--- config.mk ---
export PLATFORM = sky130hd
export DESIGN_NAME = ttt_game_ctrl
export DESIGN_NICKNAME = d
export VERILOG_FILES = /design/src/rtl/ttt_pkg.sv /design/src/rtl/ttt_line_check.sv /design/src/rtl/ttt_game_ctrl.sv
export SDC_FILE = /design/constraint.sdc
export NUM_CORES = 1
export LEC_CHECK = 0
export ABC_AREA = 1
export ABC_CLOCK_PERIOD_IN_PS = 11800
export CAP_MARGIN = 0
export CORE_MARGIN = 2
export CORE_UTILIZATION = 40
export CTS_BUF_LIST = sky130_fd_sc_hd__clkbuf_16
export DETAILED_ROUTE_END_ITERATION = 16
export MAX_ROUTING_LAYER = met4
export PLACE_DENSITY_LB_ADDON = 0.3
export REMOVE_ABC_BUFFERS = 1
export SETUP_SLACK_MARGIN = 0.1
export SLEW_MARGIN = 10
export SYNTH_ARGS = -nofsm -noshare
export SYNTH_HDL_FRONTEND = slang
export SYNTH_HIERARCHICAL = 1
export SYNTH_SLANG_ARGS = --single-unit
--- constraint.sdc ---
create_clock -name CLK -period 11.8 [get_ports CLK]
set_clock_uncertainty 0.1 [all_clocks]
set_input_delay 1.77 -clock CLK [delete_from_list [all_inputs] [get_ports CLK]]
set_output_delay 1.77 -clock CLK [all_outputs]
set_load 0.005 [all_outputs]
--- src/rtl/ttt_pkg.sv ---
// Shared cell/win codes, FSM state type and the winning-line table for the
// tic-tac-toe game controller.
package ttt_pkg;

  localparam logic [1:0] CELL_EMPTY = 2'd0;
  localparam logic [1:0] CELL_P1    = 2'd1;
  localparam logic [1:0] CELL_P2    = 2'd2;

  localparam logic [1:0] WIN_NONE = 2'd0;
  localparam logic [1:0] WIN_P1   = 2'd1;
  localparam logic [1:0] WIN_P2   = 2'd2;
  localparam logic [1:0] WIN_DRAW = 2'd3;

  typedef enum logic [1:0] {
    PLAY  = 2'd0,
    CHECK = 2'd1,
    OVER  = 2'd2
  } state_t;

  // Rows, columns, then the two diagonals.
  localparam logic [3:0] WIN_LINES [8][3] = '{
    '{4'd0, 4'd1, 4'd2}, '{4'd3, 4'd4, 4'd5}, '{4'd6, 4'd7, 4'd8},
    '{4'd0, 4'd3, 4'd6}, '{4'd1, 4'd4, 4'd7}, '{4'd2, 4'd5, 4'd8},
    '{4'd0, 4'd4, 4'd8}, '{4'd2, 4'd4, 4'd6}
  };

  function automatic logic [3:0] wrap_inc(input logic [3:0] idx);
    return (idx == 4'd8) ? 4'd0 : idx + 4'd1;
  endfunction

endpackage

--- src/rtl/ttt_line_check.sv ---
// Combinational board evaluation: line hit for the mover, board-full flag and
// the first empty cell at or after a start index (wrapping 8 -> 0).
module ttt_line_check
  import ttt_pkg::*;
(
  input  logic [8:0][1:0] board,
  input  logic [1:0]      mover,
  input  logic [3:0]      start,
  output logic            line_hit,
  output logic            board_full,
  output logic [3:0]      next_empty
);

  always_comb begin
    line_hit = 1'b0;
    for (int l = 0; l < 8; l++) begin
      if (board[WIN_LINES[l][0]] == mover &&
          board[WIN_LINES[l][1]] == mover &&
          board[WIN_LINES[l][2]] == mover)
        line_hit = 1'b1;
    end
  end

  always_comb begin
    board_full = 1'b1;
    for (int i = 0; i < 9; i++)
      if (board[i] == CELL_EMPTY) board_full = 1'b0;
  end

  // Falls back to start itself when nothing is empty.
  always_comb begin
    logic       found;
    logic [4:0] sum;
    logic [3:0] idx;
    found      = 1'b0;
    next_empty = start;
    sum        = 5'd0;
    idx        = 4'd0;
    for (int k = 0; k < 9; k++) begin
      sum = {1'b0, start} + 5'(k);
      if (sum > 5'd8) sum = sum - 5'd9;
      idx = sum[3:0];
      if (!found && board[idx] == CELL_EMPTY) begin
        next_empty = idx;
        found      = 1'b1;
      end
    end
  end

endmodule

--- src/rtl/ttt_game_ctrl.sv ---
// Tic-tac-toe game sequencer driving the seven-segment board display.
// Build option: define TTT_DRAW_DETECT_EN to report a full board as win = 3.
//
// state | meaning
// PLAY  | waiting for NEXT (move cursor) or PLACE (mark cell)
// CHECK | one cycle: evaluate lines for the mover, then hand over or end
// OVER  | frozen result; PLACE restarts the game
module ttt_game_ctrl
  import ttt_pkg::*;
#(
  parameter int unsigned CURSOR_DIV = 25000000
) (
  input  logic       CLK,
  input  logic       RST,
  input  logic       BTN_NEXT,
  input  logic       BTN_PLACE,
  output logic [1:0] pos1,
  output logic [1:0] pos2,
  output logic [1:0] pos3,
  output logic [1:0] pos4,
  output logic [1:0] pos5,
  output logic [1:0] pos6,
  output logic [1:0] pos7,
  output logic [1:0] pos8,
  output logic [1:0] pos9,
  output logic [1:0] win,
  output logic       player
);

  localparam int CW = (CURSOR_DIV > 1) ? $clog2(CURSOR_DIV) : 1;

  state_t          state;
  logic [8:0][1:0] board;
  logic [3:0]      cursor;
  logic [CW-1:0]   blink_cnt;
  logic            blink;
  logic            next_q, place_q;
  logic            next_edge, place_edge;
  logic [1:0]      mover;
  logic            line_hit, board_full;
  logic [3:0]      next_empty;
  logic [1:0]      disp [9];

  assign next_edge  = BTN_NEXT & ~next_q;
  assign place_edge = BTN_PLACE & ~place_q;
  assign mover      = player ? CELL_P2 : CELL_P1;

  ttt_line_check u_line_check (
    .board      (board),
    .mover      (mover),
    .start      (wrap_inc(cursor)),
    .line_hit   (line_hit),
    .board_full (board_full),
    .next_empty (next_empty)
  );

  always_ff @(posedge CLK) begin
    if (RST) begin
      state     <= PLAY;
      board     <= '0;
      cursor    <= 4'd0;
      player    <= 1'b0;
      win       <= WIN_NONE;
      blink_cnt <= '0;
      blink     <= 1'b0;
      next_q    <= 1'b0;
      place_q   <= 1'b0;
    end else begin
      next_q  <= BTN_NEXT;
      place_q <= BTN_PLACE;
      if (blink_cnt == CW'(CURSOR_DIV - 1)) begin
        blink_cnt <= '0;
        blink     <= ~blink;
      end else begin
        blink_cnt <= blink_cnt + 1'b1;
      end
      case (state)
        PLAY: begin
          // PLACE has priority over a simultaneous NEXT.
          if (place_edge) begin
            board[cursor] <= mover;
            state         <= CHECK;
          end else if (next_edge) begin
            cursor <= next_empty;
          end
        end
        CHECK: begin
          if (line_hit) begin
            win   <= player ? WIN_P2 : WIN_P1;
            state <= OVER;
          end else if (board_full) begin
`ifdef TTT_DRAW_DETECT_EN
            win   <= WIN_DRAW;
`endif
            state <= OVER;
          end else begin
            player <= ~player;
            cursor <= next_empty;
            state  <= PLAY;
          end
        end
        OVER: begin
          if (place_edge) begin
            board  <= '0;
            win    <= WIN_NONE;
            player <= 1'b0;
            cursor <= 4'd0;
            state  <= PLAY;
          end
        end
        default: state <= PLAY;
      endcase
    end
  end

  always_comb begin
    for (int i = 0; i < 9; i++) begin
      disp[i] = board[i];
      if (state == PLAY && cursor == 4'(i))
        disp[i] = blink ? mover : CELL_EMPTY;
    end
  end

  assign pos1 = disp[0];
  assign pos2 = disp[1];
  assign pos3 = disp[2];
  assign pos4 = disp[3];
  assign pos5 = disp[4];
  assign pos6 = disp[5];
  assign pos7 = disp[6];
  assign pos8 = disp[7];
  assign pos9 = disp[8];

endmodule

==> results of run 1 <==
[cell families after synthesis]
group,Yosys count,share of synthesized area [%]
flops,55,17.6
fa+ha+maj,22,4.39
buf+inv,152,9.89
xor+xnor,30,4.43
simple gates,683,51.4
compound gates,136,12.3
[cell usage after synthesis (2+ instances only)]
| master | number |
|---|---|
| nand4_1 | 16 |
| nand3_4 | 2 |
| nor3_4 | 2 |
| nand2_1 | 347 |
| o21ai_1 | 14 |
| or2_2 | 4 |
| a21oi_1 | 44 |
| dfxtp_1 | 55 |
| nand3_1 | 118 |
| o21ai_2 | 6 |
| inv_1 | 121 |
| nand3b_1 | 6 |
| buf_4 | 3 |
| nor3_2 | 3 |
| nor2_1 | 100 |
| buf_2 | 4 |
| and2_1 | 3 |
| nand2_2 | 23 |
| nor2_4 | 10 |
| nand3_2 | 6 |
| nand2_4 | 7 |
| ha_1 | 22 |
| buf_6 | 3 |
| nor3_1 | 8 |
| xnor2_1 | 9 |
| nand4_4 | 2 |
| clkbuf_1 | 5 |
| o211ai_1 | 12 |
| o22ai_1 | 2 |
| nor2_2 | 21 |
| inv_2 | 15 |
| nor2_8 | 2 |
| xor2_1 | 19 |
| a21oi_2 | 2 |
| o21ai_0 | 49 |
[how the worst min path moves through the flow]
stage                       startpoint  slack, ns  cells past startpoint           end
after floorplan           blink_cnt[0]       0.33                      1  blink_cnt[0]
after global placement    blink_cnt[0]       0.34                      1  blink_cnt[0]
after detailed placement  blink_cnt[0]       0.35                      1  blink_cnt[0]
after CTS                 blink_cnt[0]       0.36                      1  blink_cnt[0]
after global routing      blink_cnt[0]       0.38                      1  blink_cnt[0]
final                     blink_cnt[0]       0.36                      1  blink_cnt[0]
[cell type report]
class                      instances  area share [%]
clock buffer                       5            1.82
clock inverter                     3           0.401
inverter                         136            7.45
multi-input combinational        871            66.4
sequential                        55            16.1
tap                              211            3.85
timing repair buffer              29            4.05
[metrics by stage]
stage          instance area (um2)  hold slack, ns  std cells
2_1_floorplan                 6160           0.327       1062
3_3_place_gp                  6700           0.341       1302
3_5_place_dp                  6700           0.346       1302
4_1_cts                       6860           0.363       1310
5_1_grt                       6860           0.378       1310
6_report                      6860           0.359       1310
[layer usage]
layer	routed length [um]	vias up	share of wire, %	global-route usage [%]
met3	1570	28	8.0	2.52
met1	9050	3174	46	34.2
met5	0	-	0	-
met2	8620	262	44	38.1
met4	410	0	2.1	5.88
li1	-	3497	-	-
[worst max-delay path, delay by kind of cell (launching register included)]
| kind | cells | cell delay (ns) |
|---|---|---|
| compound gates | 4 | 0.56 |
| fa+ha+maj | 2 | 0.51 |
| buf+inv | 8 | 1.29 |
| flops | 1 | 0.43 |
| simple gates | 18 | 1.96 |
[registers in the layout, indices dropped and copies added, names as in the netlist]
| register | flops |
|---|---|
| cursor | 4 |
| place_q | 1 |
| win | 2 |
| state | 2 |
| player | 1 |
| next_q | 1 |
| blink_cnt | 25 |
| board | 18 |
| blink | 1 |
==> key figures, run 1 <==
Placed design
  – Buffers on Ports: 24
  – Dpl ws: 6.96 ns
  – GPL Wtd Cong: 0.955
  – Hpwl dp: 15,400 um

Layout
  – Commonest non-fill, non-tap cell in the layout: nand2_1
  – Layout Nets: 1,124
  – Most frequent cells in the layout: nand2_1, inv_1, nand3_1, nor2_1, dfxtp_1
  – Antenna cells: 0
  – Post-Route Utilization: 44.9%
  – Multi-input gate area: 0.00455 mm2
  – Layout area overhead: 9.32%
  – Layout cells sized above 1: 11.1%
  – Fill count: 1,628
  – Reg area: 0.00110 mm2

Clock network
  – CTS tree: built
  – # resized after CTS: 0
  – Root buffer cell: clkbuf_16
  – Clock sinks: 55
  – Skew-Pair Late Insertion Delay: 0.30 ns
  – CTS clock-pin slew for the worst setup and hold paths: 0.08 ns
  – Max Buffers Root-to-Sink: 2
  – H-tree lvl count: 2
  – Hold_buf cts: 0
  – Num CTS Buffers: 5
  – Post CTS Setup Buffer Count: 0

Floorplan
  – Core area: 0.0153 mm2
  – Die Y: 129 um
  – # IOs: 25
  – Die ar.: 0.0167 mm2
  – Initial Util: 41.1%
  – Cell Rows: 45
  – Chip width: 129 um

Setup path
  – R2R depth: 32
  – Critical Path AT: 5.08 ns
  – CP max stage delay: 0.43 ns
  – Max FO, Critical Path: 24
  – Worst Setup Start Kind: register
  – Crit Path Category: register to register
  – CP max-delay cell: dfxtp_1
  – CP Capture Type: register
  – Cell mode on critical path: nand2_1
  – Worst r2r dst: cursor[3]
  – Critical path endpoint: cursor[3]
  – CP startpoint: cursor[0]
  – R2R setup slack: 6.81 ns
  – Worst Path Required: 11.89 ns
  – Worst R2R Start: cursor[0]

Global routing
  – Vias in the first global route: 6,296
  – All-Layer GR Usage: 24.5%
  – Grt total ovfl: 0
  – Antenna violations before repair: 0
  – First-pass GRT wire length: 31,900 um
  – Largest net degree at the start of global routing: 26

Route
  – DRC viols: 0
  – Final ANT Viol Nets: 0
  – DR WL/cell: 15.0 um
  – DR iter-0 viols: 754
  – Vias post-DR: 6,961
  – Post-Route WL: 19,600 um
  – Post-detailed-route via-to-cell ratio: 5.31
  – First-pass iteration count of the detailed router: 5

Synth
  – Post-synth ARST share: 0%
  – Post-synth EDFFs: 0
  – Register area share after synthesis: 17.6%
  – Ys Warns: 6
  – #FFs+latches synth: 55
  – Post-Syn Area: 0.00627 mm2
  – Most used DFF post-synth: dfxtp_1
  – Post-synth top area share: 20.8%
  – Yosys cell types: 48
  – Post-Syn Instances: 1,078
  – Post-synth top area cell: nand2_1
  – Synth area leaders: nand2_1, dfxtp_1, nand3_1
  – Avg Cell Area, Syn: 5.82 um2

STA
  – Final hold viol count: 0
  – Final min period: 4.99 ns
  – Slew HR: 35.8%
  – Final setup fails: 0
  – F_max: 201 MHz
  – RSZ-0062 raised after global routing: false
  – Final WS setup: 6.81 ns
  – Fin. max-slew vios: 0
  – Slew @ Worst Pin: 0.954 ns
  – Tcrit/Tclk final: 42.3%
  – Setup TNS: 0 ns

Job
  – Max-cap viol count: 0

Outcome
  – Status: completed

Hold path
  – HP Class: register to register
Power of run 1 is left out: the tool's default activity adds up to more than one toggle a clock period on the data nets, which glitch-free logic cannot reach.
==> run 2, diff against run 1 <==
- ABC_CLOCK_PERIOD_IN_PS: 11800 -> 4250
- clock period: 11.8 -> 4.25 ns (I/O delays scaled with it)
==> run 2 against run 1 <==
  * Final area up 12%
  * Setup slack worse by 6.5 ns
  * Sequential cell count is the same
  * Non-clock buffer count increased by 52
==> key figures, run 2 (synthesis results as in run 1) <==
Outcome
  – Status: completed

Layout
  – Biggest regs: blink_cnt (25), board (18), cursor (4)
  – Max reg flops: 25
  – Commonest non-fill, non-tap cell in the layout: nand2_1
  – Most frequent cells in the layout: nand2_1, inv_1, nand3_1, nor2_1, dfxtp_1
  – Layout area overhead: 22.1%
  – Post-Route Utilization: 50.2%
  – Layout Nets: 1,177
  – Antenna cells: 0
  – Biggest register: blink_cnt
  – Layout cells sized above 1: 21.3%

Global routing
  – Largest net degree at the start of global routing: 26
  – Antenna violations before repair: 0
  – Met2 Use GR: 37.8%
  – First-pass GRT wire length: 31,700 um
  – Busiest grt layer: met2
  – Grt total ovfl: 0
  – GR Layer Usage met3: 2.60%
  – Vias in the first global route: 6,316
  – All-Layer GR Usage: 24.3%
  – GRT met1 Usage: 33.3%

Setup path
  – Crit Path Category: register to register
  – CP startpoint: cursor[0]
  – Worst Setup Start Kind: register
  – Worst Path Required: 4.38 ns
  – Max FO, Critical Path: 6
  – CP max-delay cell: dfxtp_2
  – CP max stage delay: 0.32 ns
  – CP Capture Type: register
  – R2R setup slack: 0.35 ns
  – Cell mode on critical path: nand2_1
  – Worst R2R Start: cursor[0]
  – Critical Path AT: 4.03 ns

Route
  – DR iter-0 viols: 861
  – Final ANT Viol Nets: 0
  – Vias post-DR: 7,197
  – First-pass iteration count of the detailed router: 6
  – Post-Route WL: 20,200 um
  – DR WL/cell: 14.8 um
  – Post-detailed-route via-to-cell ratio: 5.28
  – DRC viols: 0

Clock network
  – CTS clock-pin slew for the worst setup and hold paths: 0.08 ns
  – Root buffer cell: clkbuf_16
  – H-tree lvl count: 2
  – Num CTS Buffers: 5
  – Hold_buf cts: 0
  – CTS tree: built
  – Max Buffers Root-to-Sink: 2
  – Skew-Pair Late Insertion Delay: 0.30 ns
  – Clock sinks: 55

Placed design
  – Buffers on Ports: 24
  – Hpwl dp: 15,500 um
  – GPL Wtd Cong: 0.977

STA
  – RSZ-0062 raised after global routing: true
  – Final min period: 3.90 ns
  – Tcrit/Tclk final: 91.7%
  – Final hold slack: 0.360 ns
  – Slew HR: 41.9%
  – Slew @ Worst Pin: 0.863 ns
  – F_max: 257 MHz
  – Fin. max-slew vios: 0
  – Final hold viol count: 0
  – Final setup fails: 0

Floorplan
  – Die ar.: 0.0167 mm2
  – Initial Util: 41.1%
  – Die Y: 129 um
  – # IOs: 25
  – Chip width: 129 um
  – Core area: 0.0153 mm2
  – Cell Rows: 45

Job
  – Max-cap viol count: 0

Hold path
  – HP Class: register to register
  – Hold Crit Start: blink_cnt[0]
run 2: path summary, 6_finish.rpt:
path                                endpoint  cells past startpoint
worst max-delay path               cursor[1]                     29
worst min-delay path            blink_cnt[0]                      1
worst max register to register     cursor[1]                     29
worst min register to register  blink_cnt[0]                      1
run 2: final cells by class:
class | instances | area (um2)
Clock buffer | 5 | 125
Clock inverter | 3 | 22.5
Fill cell | 1594 | 7600
Inverter | 136 | 515
Multi-Input combinational cell | 872 | 4930
Sequential cell | 55 | 1100
Tap cell | 211 | 264
Timing Repair Buffer | 81 | 701
run 2: through the flow:
stage	std cells	setup TNS, ns	instance area (um2)	setup slack [ns]
final	1363	0	7660	0.352
after global routing	1363	0	7660	0.0610
after CTS	1349	0	7170	0.126
after detailed placement	1337	0	6980	0.0482
after global placement	1337	0	6980	0.0989
after floorplan	1062	-2.24	6160	-0.580
run 2: worst max-delay path, delay by kind of cell (launching register included):
family | cells | cell delay, ns
AND/OR/NAND/NOR | 18 | 1.94
AO/OA/AOI/OAI | 3 | 0.55
flip-flops | 1 | 0.32
buffers and inverters | 6 | 0.58
adder cells (fa/ha/maj) | 2 | 0.34
run 2: repair_timing:
| action | in CTS | in global routing |
|---|---|---|
| setup buffers | 4 | 12 |
| endpoints found under the setup margin | 4 | 4 |
| gates resized for setup | 3 | 112 |
| pin swaps | 3 | 34 |
| cloned | 0 | 2 |
run 2: metal layers:
layer / wire (um) / vias to the layer above
met3: 1450 / 46
met5: 0 / -
li1: - / 3613
met2: 9210 / 283
met1: 8970 / 3255
met4: 592 / 0
Power of run 2 is left out for the same reason.
==> run 3, diff against run 2 <==
- CAP_MARGIN: 0 -> 20
- CTS_CLUSTER_DIAMETER: default -> 120
- GPL_ROUTABILITY_DRIVEN: default -> 1
==> results of run 3 <==
Final layout, timing and power as in run 2 (identical DEF).
Power of run 3 is left out for the same reason.
